[src/rtl/instruction_sequencer_pkg.sv]
// seq_pkg: shared types and constants for the instruction sequencer.
//   seq_state_t : sequencer FSM states (IDLE, ISSUE, HOLD, DONE)
//   INSTR_W     : instruction word width
//   DLY/DST/SRC : decoder field boundaries inside an instruction word
//   hold_len()  : cycles a word is held after issue, max(delay+1, min_hold)
package seq_pkg;

    localparam int INSTR_W = 9;

    localparam int DLY_HI = 8;
    localparam int DLY_LO = 6;
    localparam int DST_HI = 5;
    localparam int DST_LO = 3;
    localparam int SRC_HI = 2;
    localparam int SRC_LO = 0;

    typedef enum logic [1:0] {
        IDLE,
        ISSUE,
        HOLD,
        DONE
    } seq_state_t;

    function automatic logic [3:0] hold_len(input logic [2:0] dly,
                                            input logic [3:0] min_hold);
        logic [3:0] h;
        h = {1'b0, dly} + 4'd1;
        return (h < min_hold) ? min_hold : h;
    endfunction

endpackage

[src/rtl/instruction_sequencer_if.sv]
// instruction_sequencer_if: program-load, control and decoder-facing
// signals of the instruction sequencer.
//   master : drives wr_en/wr_addr/wr_data/prog_len/start/stop,
//            observes instruct/instr_valid/pc/busy/done/wr_err
//   slave  : the sequencer side (directions reversed)
interface instruction_sequencer_if #(
    parameter int DEPTH = 8
);
    import seq_pkg::*;

    localparam int AW = $clog2(DEPTH);

    logic               wr_en;
    logic [AW-1:0]      wr_addr;
    logic [INSTR_W-1:0] wr_data;
    logic [AW:0]        prog_len;
    logic               start;
    logic               stop;
    logic [INSTR_W-1:0] instruct;
    logic               instr_valid;
    logic [AW-1:0]      pc;
    logic               busy;
    logic               done;
    logic               wr_err;

    modport master (
        output wr_en, wr_addr, wr_data, prog_len, start, stop,
        input  instruct, instr_valid, pc, busy, done, wr_err
    );

    modport slave (
        input  wr_en, wr_addr, wr_data, prog_len, start, stop,
        output instruct, instr_valid, pc, busy, done, wr_err
    );

endinterface

[src/rtl/instruction_sequencer_hold_counter.sv]
// seq_hold_counter: per-word hold timer.
//   clk, reset : clock, synchronous active-high reset
//   load       : load max(delay+1, MIN_HOLD) (issued word's delay field)
//   delay      : delay field of the word being issued
//   expire     : high in the last hold cycle (count == 1)
module seq_hold_counter
    import seq_pkg::*;
#(
    parameter int MIN_HOLD = 3
) (
    input  logic       clk,
    input  logic       reset,
    input  logic       load,
    input  logic [2:0] delay,
    output logic       expire
);

    logic [3:0] count;

    always_ff @(posedge clk) begin
        if (reset) begin
            count <= '0;
        end else if (load) begin
            count <= hold_len(delay, 4'(MIN_HOLD));
        end else if (count != '0) begin
            count <= count - 4'd1;
        end
    end

    assign expire = !load && (count == 4'd1);

endmodule

[src/rtl/instruction_sequencer.sv]
// instruction_sequencer: stores a short program of decoder words and issues
// them in order, holding each for max(delay+1, MIN_HOLD) cycles.
//   clk, reset : clock, synchronous active-high reset
//   bus        : instruction_sequencer_if.slave (program writes, start/stop,
//                instruct/instr_valid/pc/busy/done/wr_err)
// Build option: define SEQ_LOOP_EN to restart at word 0 after the last word
// instead of finishing through DONE.
module instruction_sequencer
    import seq_pkg::*;
#(
    parameter int DEPTH    = 8,
    parameter int AW       = $clog2(DEPTH),
    parameter int MIN_HOLD = 3
) (
    input logic                     clk,
    input logic                     reset,
    instruction_sequencer_if.slave  bus
);

    seq_state_t         state_q, state_d;
    logic [INSTR_W-1:0] mem [DEPTH];
    logic [INSTR_W-1:0] cur_word;
    logic [INSTR_W-1:0] instr_q, instr_d;
    logic [AW-1:0]      pc_q, pc_d;
    logic [AW:0]        len_q, len_d;
    logic               valid_q, valid_d;
    logic               done_q, done_d;
    logic               wr_err_q;
    logic               busy;
    logic               hold_load;
    logic               hold_expire;
    logic               last_word;

    assign busy      = (state_q == ISSUE) || (state_q == HOLD);
    assign cur_word  = mem[pc_q];
    assign last_word = ({1'b0, pc_q} == (len_q - (AW+1)'(1)));

    // Program memory: writes only while not executing, no reset.
    always_ff @(posedge clk) begin
        if (bus.wr_en && !busy) begin
            mem[bus.wr_addr] <= bus.wr_data;
        end
    end

    seq_hold_counter #(
        .MIN_HOLD (MIN_HOLD)
    ) u_hold (
        .clk    (clk),
        .reset  (reset),
        .load   (hold_load),
        .delay  (cur_word[DLY_HI:DLY_LO]),
        .expire (hold_expire)
    );

    always_comb begin
        state_d   = state_q;
        instr_d   = instr_q;
        pc_d      = pc_q;
        len_d     = len_q;
        valid_d   = 1'b0;
        done_d    = 1'b0;
        hold_load = 1'b0;
        if (bus.stop) begin
            state_d = IDLE;
            instr_d = '0;
            pc_d    = '0;
        end else begin
            case (state_q)
                IDLE: begin
                    if (bus.start) begin
                        if (bus.prog_len == '0) begin
                            state_d = DONE;
                        end else begin
                            len_d   = (bus.prog_len > (AW+1)'(DEPTH)) ?
                                      (AW+1)'(DEPTH) : bus.prog_len;
                            pc_d    = '0;
                            state_d = ISSUE;
                        end
                    end
                end
                ISSUE: begin
                    instr_d   = cur_word;
                    valid_d   = 1'b1;
                    hold_load = 1'b1;
                    state_d   = HOLD;
                end
                HOLD: begin
                    if (hold_expire) begin
                        if (last_word) begin
`ifdef SEQ_LOOP_EN
                            pc_d    = '0;
                            state_d = ISSUE;
`else
                            state_d = DONE;
`endif
                        end else begin
                            pc_d    = pc_q + AW'(1);
                            state_d = ISSUE;
                        end
                    end
                end
                DONE: begin
                    done_d  = 1'b1;
                    state_d = IDLE;
                end
                default: state_d = IDLE;
            endcase
        end
    end

    always_ff @(posedge clk) begin
        if (reset) begin
            state_q  <= IDLE;
            instr_q  <= '0;
            pc_q     <= '0;
            len_q    <= '0;
            valid_q  <= 1'b0;
            done_q   <= 1'b0;
            wr_err_q <= 1'b0;
        end else begin
            state_q  <= state_d;
            instr_q  <= instr_d;
            pc_q     <= pc_d;
            len_q    <= len_d;
            valid_q  <= valid_d;
            done_q   <= done_d;
            wr_err_q <= bus.wr_en && busy;
        end
    end

    assign bus.instruct    = instr_q;
    assign bus.instr_valid = valid_q;
    assign bus.pc          = pc_q;
    assign bus.busy        = busy;
    assign bus.done        = done_q;
    assign bus.wr_err      = wr_err_q;

endmodule

[src/flat_wrapper.sv]
// flat-port wrapper written by rule: the top's interface ports become plain ports
module instruction_sequencer_flat import seq_pkg::*;
#(
    parameter int DEPTH    = 8,
    parameter int AW       = $clog2(DEPTH),
    parameter int MIN_HOLD = 3
)
  (clk, reset, bus_wr_en, bus_wr_addr, bus_wr_data, bus_prog_len, bus_start, bus_stop, bus_instruct, bus_instr_valid, bus_pc, bus_busy, bus_done, bus_wr_err);
  instruction_sequencer_if #(.DEPTH(DEPTH)) bus_i ();
  input logic clk;
  input logic reset;
  input wire logic [$bits(bus_i.wr_en)-1:0] bus_wr_en;
  input wire logic [$bits(bus_i.wr_addr)-1:0] bus_wr_addr;
  input wire logic [$bits(bus_i.wr_data)-1:0] bus_wr_data;
  input wire logic [$bits(bus_i.prog_len)-1:0] bus_prog_len;
  input wire logic [$bits(bus_i.start)-1:0] bus_start;
  input wire logic [$bits(bus_i.stop)-1:0] bus_stop;
  output wire logic [$bits(bus_i.instruct)-1:0] bus_instruct;
  output wire logic [$bits(bus_i.instr_valid)-1:0] bus_instr_valid;
  output wire logic [$bits(bus_i.pc)-1:0] bus_pc;
  output wire logic [$bits(bus_i.busy)-1:0] bus_busy;
  output wire logic [$bits(bus_i.done)-1:0] bus_done;
  output wire logic [$bits(bus_i.wr_err)-1:0] bus_wr_err;
  assign bus_i.wr_en = bus_wr_en;
  assign bus_i.wr_addr = bus_wr_addr;
  assign bus_i.wr_data = bus_wr_data;
  assign bus_i.prog_len = bus_prog_len;
  assign bus_i.start = bus_start;
  assign bus_i.stop = bus_stop;
  assign bus_instruct = bus_i.instruct;
  assign bus_instr_valid = bus_i.instr_valid;
  assign bus_pc = bus_i.pc;
  assign bus_busy = bus_i.busy;
  assign bus_done = bus_i.done;
  assign bus_wr_err = bus_i.wr_err;
  instruction_sequencer #(.DEPTH(DEPTH), .AW(AW), .MIN_HOLD(MIN_HOLD)) u_core (.clk(clk), .reset(reset), .bus(bus_i));
endmodule
[config.mk]
export PLATFORM = sky130hd
export DESIGN_NAME = instruction_sequencer_flat
export DESIGN_NICKNAME = d
export VERILOG_FILES = /design/src/rtl/instruction_sequencer_pkg.sv /design/src/rtl/instruction_sequencer_if.sv /design/src/rtl/instruction_sequencer_hold_counter.sv /design/src/rtl/instruction_sequencer.sv /design/src/flat_wrapper.sv
export SDC_FILE = /design/constraint.sdc
export NUM_CORES = 1
export LEC_CHECK = 0
export ABC_AREA = 1
export BUFFER_PORTS_ARGS = -buffer_cell sky130_fd_sc_hd__buf_2
export CORE_MARGIN = 8
export CORE_UTILIZATION = 50
export CTS_BUF_LIST = sky130_fd_sc_hd__clkbuf_4 sky130_fd_sc_hd__clkbuf_8
export DETAILED_ROUTE_END_ITERATION = 8
export PLACE_DENSITY = 0.75
export SKIP_LAST_GASP = 1
export SLEW_MARGIN = 40
export SYNTH_ARGS = -nofsm -noshare
export SYNTH_HDL_FRONTEND = slang
export SYNTH_SLANG_ARGS = --single-unit
export TNS_END_PERCENT = 5
[constraint.sdc]
create_clock -name clk -period 3.73 [get_ports clk]
set_input_delay 0.746 -clock clk [delete_from_list [all_inputs] [get_ports clk]]
set_output_delay 0.746 -clock clk [all_outputs]
set_load 0.01 [all_outputs]
==> run_results.csv, run 1 <==
group,metric,value,unit
run_status,outcome,"complete, no violations",
grt,grt_pass1_vias,3050,
routing,dr.pass1.iters,5,
logic_synthesis,ys_warn_count,0,
sta,skew,0.0134,ns
logic_synthesis,syn_nets,447,
setup_path,start_kind,"flop",
sta,setup_violations,0,
layout,drive_gt1_share,17.5,%
logic_synthesis,ys_types,38,
clocking,hold_buffers,0,
clocking,numCtsBuffers,9,
logic_synthesis,synthTopCellsByCount,"72 x edfxtp_1, 65 x nand2_1, 46 x nor2_1",
die,fp.dieW,110,um
logic_synthesis,yosysSeqAreaShare,61.5,%
layout,fin_cells,560,
logic_synthesis,synth.area.top_cells,"edfxtp_1 49%, dfxtp_1 13%, nand2_1 5.5%",
logic_synthesis,synth_edf_count,72,
sta,hold_violations,0,
clocking,cts_buffer_depth,2,
sta,finalCritPeriodShare,58.0,%
logic_synthesis,synth_top_flop_cell,"edfxtp_1",
logic_synthesis,syn_inst,415,
setup_path,worstRegToRegCells,5,
setup_path,worstSetupStartpoint,"u_core.state_q[0]",
clocking,cts.sinks,100,
pwr,sequentialPowerShare,57.9,%
logic_synthesis,netlist_area,0.00442,mm^2
grt,grt_max_degree,38,
logic_synthesis,async_reset_ff_share,0,%
routing,wirelength,9420,um
setup_path,crit_path_end,"u_core.mem[7][4]",
layout,antenna_cells,0,
placement,dp_slack,1.50,ns
routing,drc_errors,0,
pwr,p_per_area,451,mW/mm^2
logic_synthesis,postSynthAreaPerCell,10.7,um^2
run,cap_viol_max_count,0,
grt,grt_remaining_overflow,0,
routing,viasPerCell,5.42,
layout,syn_to_final_growth,8.96,%
pwr,ir_worst_vdd,0.395,mV
logic_synthesis,yosysMostFrequentCell,"edfxtp_1",
setup_path,cp.arrival,2.15,ns
routing,vias,3034,
die,num_rows,34,
setup_path,reg2reg_slack,1.57,ns
hold_path,hold_path.class,"reg -> reg",
pwr,p_sw_share,26.8,%
placement,dp.cells,545,
grt,globalRouteTotalUtil,16.3,%
clocking,postCtsResizedCells,0,
setup_path,worstPathRequired,3.72,ns
routing,drt_iter0_markers,221,
die,ios,37,
grt,antenna_found_initial,0,
clocking,cts_tree,"done",
setup_path,path_max_fanout,9,
setup_path,critical_path_class,"reg -> reg",
setup_path,reg2reg_from,"u_core.state_q[0]",
sta,fin_crit,2.16,ns
grt,grt_pass1_wl,14800,um
sta,setup_tns,0,ns
logic_synthesis,yosysTopAreaCell,"edfxtp_1",
sta,hold_slack,0.496,ns
die,core_area,0.00864,mm^2
sta,rsz0062_at_grt,"false",
pwr,combPwrFrac,13.0,%
sta,slew_headroom,51.9,%
clocking,clkSlewWorstSetupHoldPaths,0.10,ns
clocking,htree_levels,3,
clocking,insertion_delay,0.36,ns
layout,nets,480,
routing,drtAntennaViolNets,0,
pwr,p_clk_share,29.1,%
placement,portBuffers,36,
placement,gp_congestion,0.928,
sta,finalMaxSlewViolations,0,
logic_synthesis,ys_seq_elements,100,
setup_path,worstSetupEndpointType,"flop",
sta,final.setup.worst_slack,1.57,ns
routing,wire_per_inst,16.8,um
setup_path,regToRegEndpoint,"u_core.mem[7][4]",
sta,worstMarginPinSlew,0.719,ns
clocking,cts_setup_buffers,0,
logic_synthesis,synth.top_cell.area_share,48.9,%
die,dieArea,0.0121,mm^2
sta,fmax,462,MHz
pwr,p_switching,0.000582,W
pwr,power.internal,0.00159,W
clocking,cts_root_buf,"clkbuf_8",
die,start_util,51.2,%
placement,place_hpwl,6790,um
die,die_height,110,um
pwr,p_leak,1.96,nW
-- stage by stage --
step                      power (W)  utilization, %  instance area [um^2]
final                       0.00217            55.8                  4820
after global routing        0.00226            55.8                  4820
after CTS                   0.00219            55.8                  4820
after detailed placement    0.00157            53.7                  4640
after global placement      0.00156            53.7                  4640
after floorplan             0.00149               -                  4420
-- critical path, cell delays in order, from the launching register on --
cell,delay [ns]
dfxtp_1,0.37
inv_1,0.08
ha_1,0.33
nor2_1,0.23
nand2_1,0.20
nor2_1,0.58
-- final cells by class --
class / instances / area, um^2
Multi-Input combinational cell: 250 / 1390
Fill cell: 722 / 3810
Tap cell: 108 / 135
Inverter: 50 / 205
Clock inverter: 6 / 56.3
Clock buffer: 9 / 124
Sequential cell: 100 / 2720
Timing Repair Buffer: 37 / 188
-- state kept, by name, indices dropped and copies added, names as in the netlist, named ones only --
| signal | cells |
|---|---|
| u_core.u_hold.count | 4 |
| u_core.mem | 72 |
| u_core.bus.instr_valid | 1 |
| u_core.bus.pc | 3 |
| u_core.bus.instruct | 9 |
| u_core.bus.wr_err | 1 |
| u_core.state_q | 2 |
| u_core.bus.done | 1 |
| u_core.len_q | 4 |
-- worst min-delay path by stage --
| stage | cells past startpoint | slack [ns] | to | startpoint |
|---|---|---|---|---|
| 4_1_cts | 2 | 0.49 | u_core.len_q[3] | u_core.len_q[3] |
| 6_report | 2 | 0.50 | u_core.len_q[3] | u_core.len_q[3] |
| 2_1_floorplan | 2 | 0.46 | u_core.len_q[3] | u_core.len_q[3] |
| 5_1_grt | 2 | 0.54 | u_core.len_q[2] | u_core.len_q[2] |
| 3_5_place_dp | 2 | 0.48 | u_core.len_q[3] | u_core.len_q[3] |
| 3_3_place_gp | 2 | 0.47 | u_core.len_q[3] | u_core.len_q[3] |
-- power groups by stage --
| stage | logic, W | registers [W] | clock network, W |
|---|---|---|---|
| final | 0.000283 | 0.00126 | 0.000632 |
| after global routing | 0.000323 | 0.00126 | 0.000678 |
| after CTS | 0.000286 | 0.00126 | 0.000642 |
| after detailed placement | 0.000285 | 0.00128 | 0 |
| after global placement | 0.000275 | 0.00128 | 0 |
| after floorplan | 0.000210 | 0.00128 | 0 |
-- per-layer routing --
layer | vias to the layer above | global-route usage (%) | part of all wire [%]
li1 | 1482 | - | -
met1 | 1414 | 19.6 | 42
met2 | 115 | 26.9 | 48
met3 | 23 | 3.37 | 7.1
met4 | 0 | 8.49 | 2.8
met5 | - | 0 | 0
-- placed cells by master, fill, tap and decap left out, types with 6 or more instances in the layout --
cell type and count:
dfxtp_1 28, o221ai_1 6, nand2_1 65, ha_1 11
clkbuf_8 9, o21ai_0 36, a21oi_1 18, o22ai_1 6
nand3_1 16, buf_2 36, nand3_2 6, nor2_1 46
edfxtp_1 72, nand2_2 6, inv_1 44
-- kinds of logic after synthesis --
family / Yosys count / synth area share, %
simple gates: 150 / 15.9
fa+ha+maj: 11 / 3.11
xor+xnor: 6 / 1.19
flops: 100 / 61.5
compound gates: 83 / 11.2
buf+inv: 65 / 7.04
No activity file was read; power rests on OpenSTA's default activity.
==> inputs of run 2 (changes only) <==
clock period = 2 ns   (was 3.73 ns; I/O delays follow)
==> run 2 against run 1 <==
  * Critical path depth is 1 higher
  * Fmax increased by 19%
  * Routed wire length decreased by 6.3%
  * Combinational power is 88% higher
  * Core utilization grew 1.9 points
==> run_results.csv, run 2 (synthesized netlist as in run 1, its figures left out) <==
group,metric,value,unit
run_status,outcome,"complete, no violations",
setup_path,start_kind,"flop",
layout,fillerInstances,695,
routing,wire_per_inst,15.2,um
setup_path,critical_path_class,"reg -> reg",
setup_path,cp.arrival,1.90,ns
die,ios,37,
routing,dr.pass1.iters,4,
layout,regMostFlops,"u_core.mem",
clocking,htree_levels,3,
die,die_height,110,um
grt,grt_pass1_wl,14500,um
sta,fin_crit,1.82,ns
clocking,cts_tree,"done",
sta,finalMaxSlewViolations,0,
die,core_area,0.00864,mm^2
setup_path,worstPathRequired,2.08,ns
setup_path,reg2reg_from,"u_core.state_q[0]",
clocking,cts.sinks,100,
sta,rsz0062_at_grt,"true",
setup_path,regToRegEndpoint,"u_core.mem[3][7]",
die,num_rows,34,
layout,nets,499,
pwr,p_per_area,824,mW/mm^2
layout,antenna_cells,0,
sta,worstMarginPinSlew,0.340,ns
placement,dp_slack,0.191,ns
setup_path,reg2reg_slack,0.18,ns
layout,syn_to_final_growth,12.6,%
placement,portBuffers,36,
placement,place_hpwl,6360,um
sta,setup_violations,0,
sta,finalCritPeriodShare,91.0,%
sta,fmax,549,MHz
clocking,cts_root_buf,"clkbuf_8",
routing,viasPerCell,5.21,
setup_path,worstSetupEndpointType,"flop",
die,fp.dieW,110,um
grt,antenna_found_initial,0,
routing,wirelength,8830,um
sta,final.setup.worst_slack,0.180,ns
setup_path,worstRegToRegCells,6,
run,cap_viol_max_count,0,
routing,drt_iter0_markers,164,
layout,drive_gt1_share,21.0,%
grt,globalRouteTotalUtil,15.6,%
routing,drtAntennaViolNets,0,
hold_path,min_path_cells,3,
layout,largest_reg_flops,72,
routing,vias,3020,
sta,skew,0.00773,ns
hold_path,worstHoldStart,"bus_wr_en",
sta,setup_tns,0,ns
pwr,ir_worst_vdd,0.576,mV
hold_path,hold_path.class,"in -> reg",
setup_path,path_max_fanout,5,
hold_path,hold_end,"u_core.bus.wr_err",
placement,gp_congestion,0.841,
routing,drc_errors,0,
grt,grt_remaining_overflow,0,
layout,final_cell_mix,"72 x edfxtp_1, 65 x nand2_1, 46 x nor2_1",
clocking,numCtsBuffers,9,
sta,slew_headroom,77.2,%
clocking,insertion_delay,0.36,ns
grt,grt_pass1_vias,3008,
sta,hold_violations,0,
grt,grt_max_degree,26,
clocking,cts_buffer_depth,2,
die,start_util,51.2,%
layout,layout_commonest_cell,"edfxtp_1",
sta,hold_slack,0.252,ns
pwr,p_leak,2.07,nW
clocking,clkSlewWorstSetupHoldPaths,0.10,ns
die,dieArea,0.0121,mm^2
==> run 2: worst max path at each step <==
stage | slack [ns] | cells past startpoint | end | startpoint
2_1_floorplan | 0.21 | 5 | u_core.mem[6][0] | u_core.state_q[0]
3_3_place_gp | 0.21 | 12 | flop | u_core.state_q[1]
3_5_place_dp | 0.19 | 9 | flop | u_core.state_q[0]
4_1_cts | 0.16 | 11 | flop | u_core.state_q[1]
5_1_grt | -0.003 | 9 | flop | u_core.state_q[0]
6_report | 0.18 | 6 | u_core.mem[3][7] | u_core.state_q[0]
==> run 2: area by class of cell <==
type | count | area [um^2] | share of cell area, %
Timing Repair Buffer | 56 | 334 | 6.71
Clock buffer | 9 | 124 | 2.49
Inverter | 50 | 205 | 4.12
Clock inverter | 7 | 70.1 | 1.41
Tap cell | 108 | 135 | 2.71
Multi-Input combinational cell | 250 | 1390 | 27.9
Sequential cell | 100 | 2720 | 54.7
==> run 2: critical path, stage by stage, from the launching register on <==
cell and delay, ns:
dfxtp_1 0.38, inv_1 0.09, ha_1 0.34, nor2_1 0.20
nand2_1 0.14, nor2_1 0.19, buf_4 0.19
==> run 2: power by group <==
| part | switching (W) | internal, W | leakage, nW |
|---|---|---|---|
| logic | 0.000327 | 0.000204 | 1.09 |
| clock network | 0.000744 | 0.000489 | 0.101 |
| registers | 0.0000404 | 0.00230 | 0.881 |
| total | 0.00111 | 0.00299 | 2.07 |
==> run 2: routing by layer <==
layer | GRT usage, % | part of all wire, % | routed length [um] | vias up
met5 | 0 | 0 | 0 | -
met4 | 4.82 | 1.2 | 108 | 0
met3 | 4.36 | 5.1 | 449 | 12
met2 | 26.8 | 51 | 4490 | 79
met1 | 18.6 | 43 | 3780 | 1406
li1 | - | - | - | 1523
==> run 2: timing repair <==
action / 4_1_cts / 5_1_grt
gates resized for setup: 0 / 1
endpoints found under the setup margin: 0 / 2
buffers inserted: 0 / 0
hold buffers: 0 / 0
==> run 2: metrics by stage <==
| stage | instances | total power, W | cell area, um^2 | util [%] |
|---|---|---|---|---|
| 2_1_floorplan | 415 | 0.00277 | 4420 | - |
| 3_3_place_gp | 564 | 0.00290 | 4780 | 55.4 |
| 3_5_place_dp | 564 | 0.00293 | 4780 | 55.4 |
| 4_1_cts | 580 | 0.00415 | 4980 | 57.6 |
| 5_1_grt | 580 | 0.00430 | 4980 | 57.7 |
| 6_report | 580 | 0.00411 | 4980 | 57.7 |
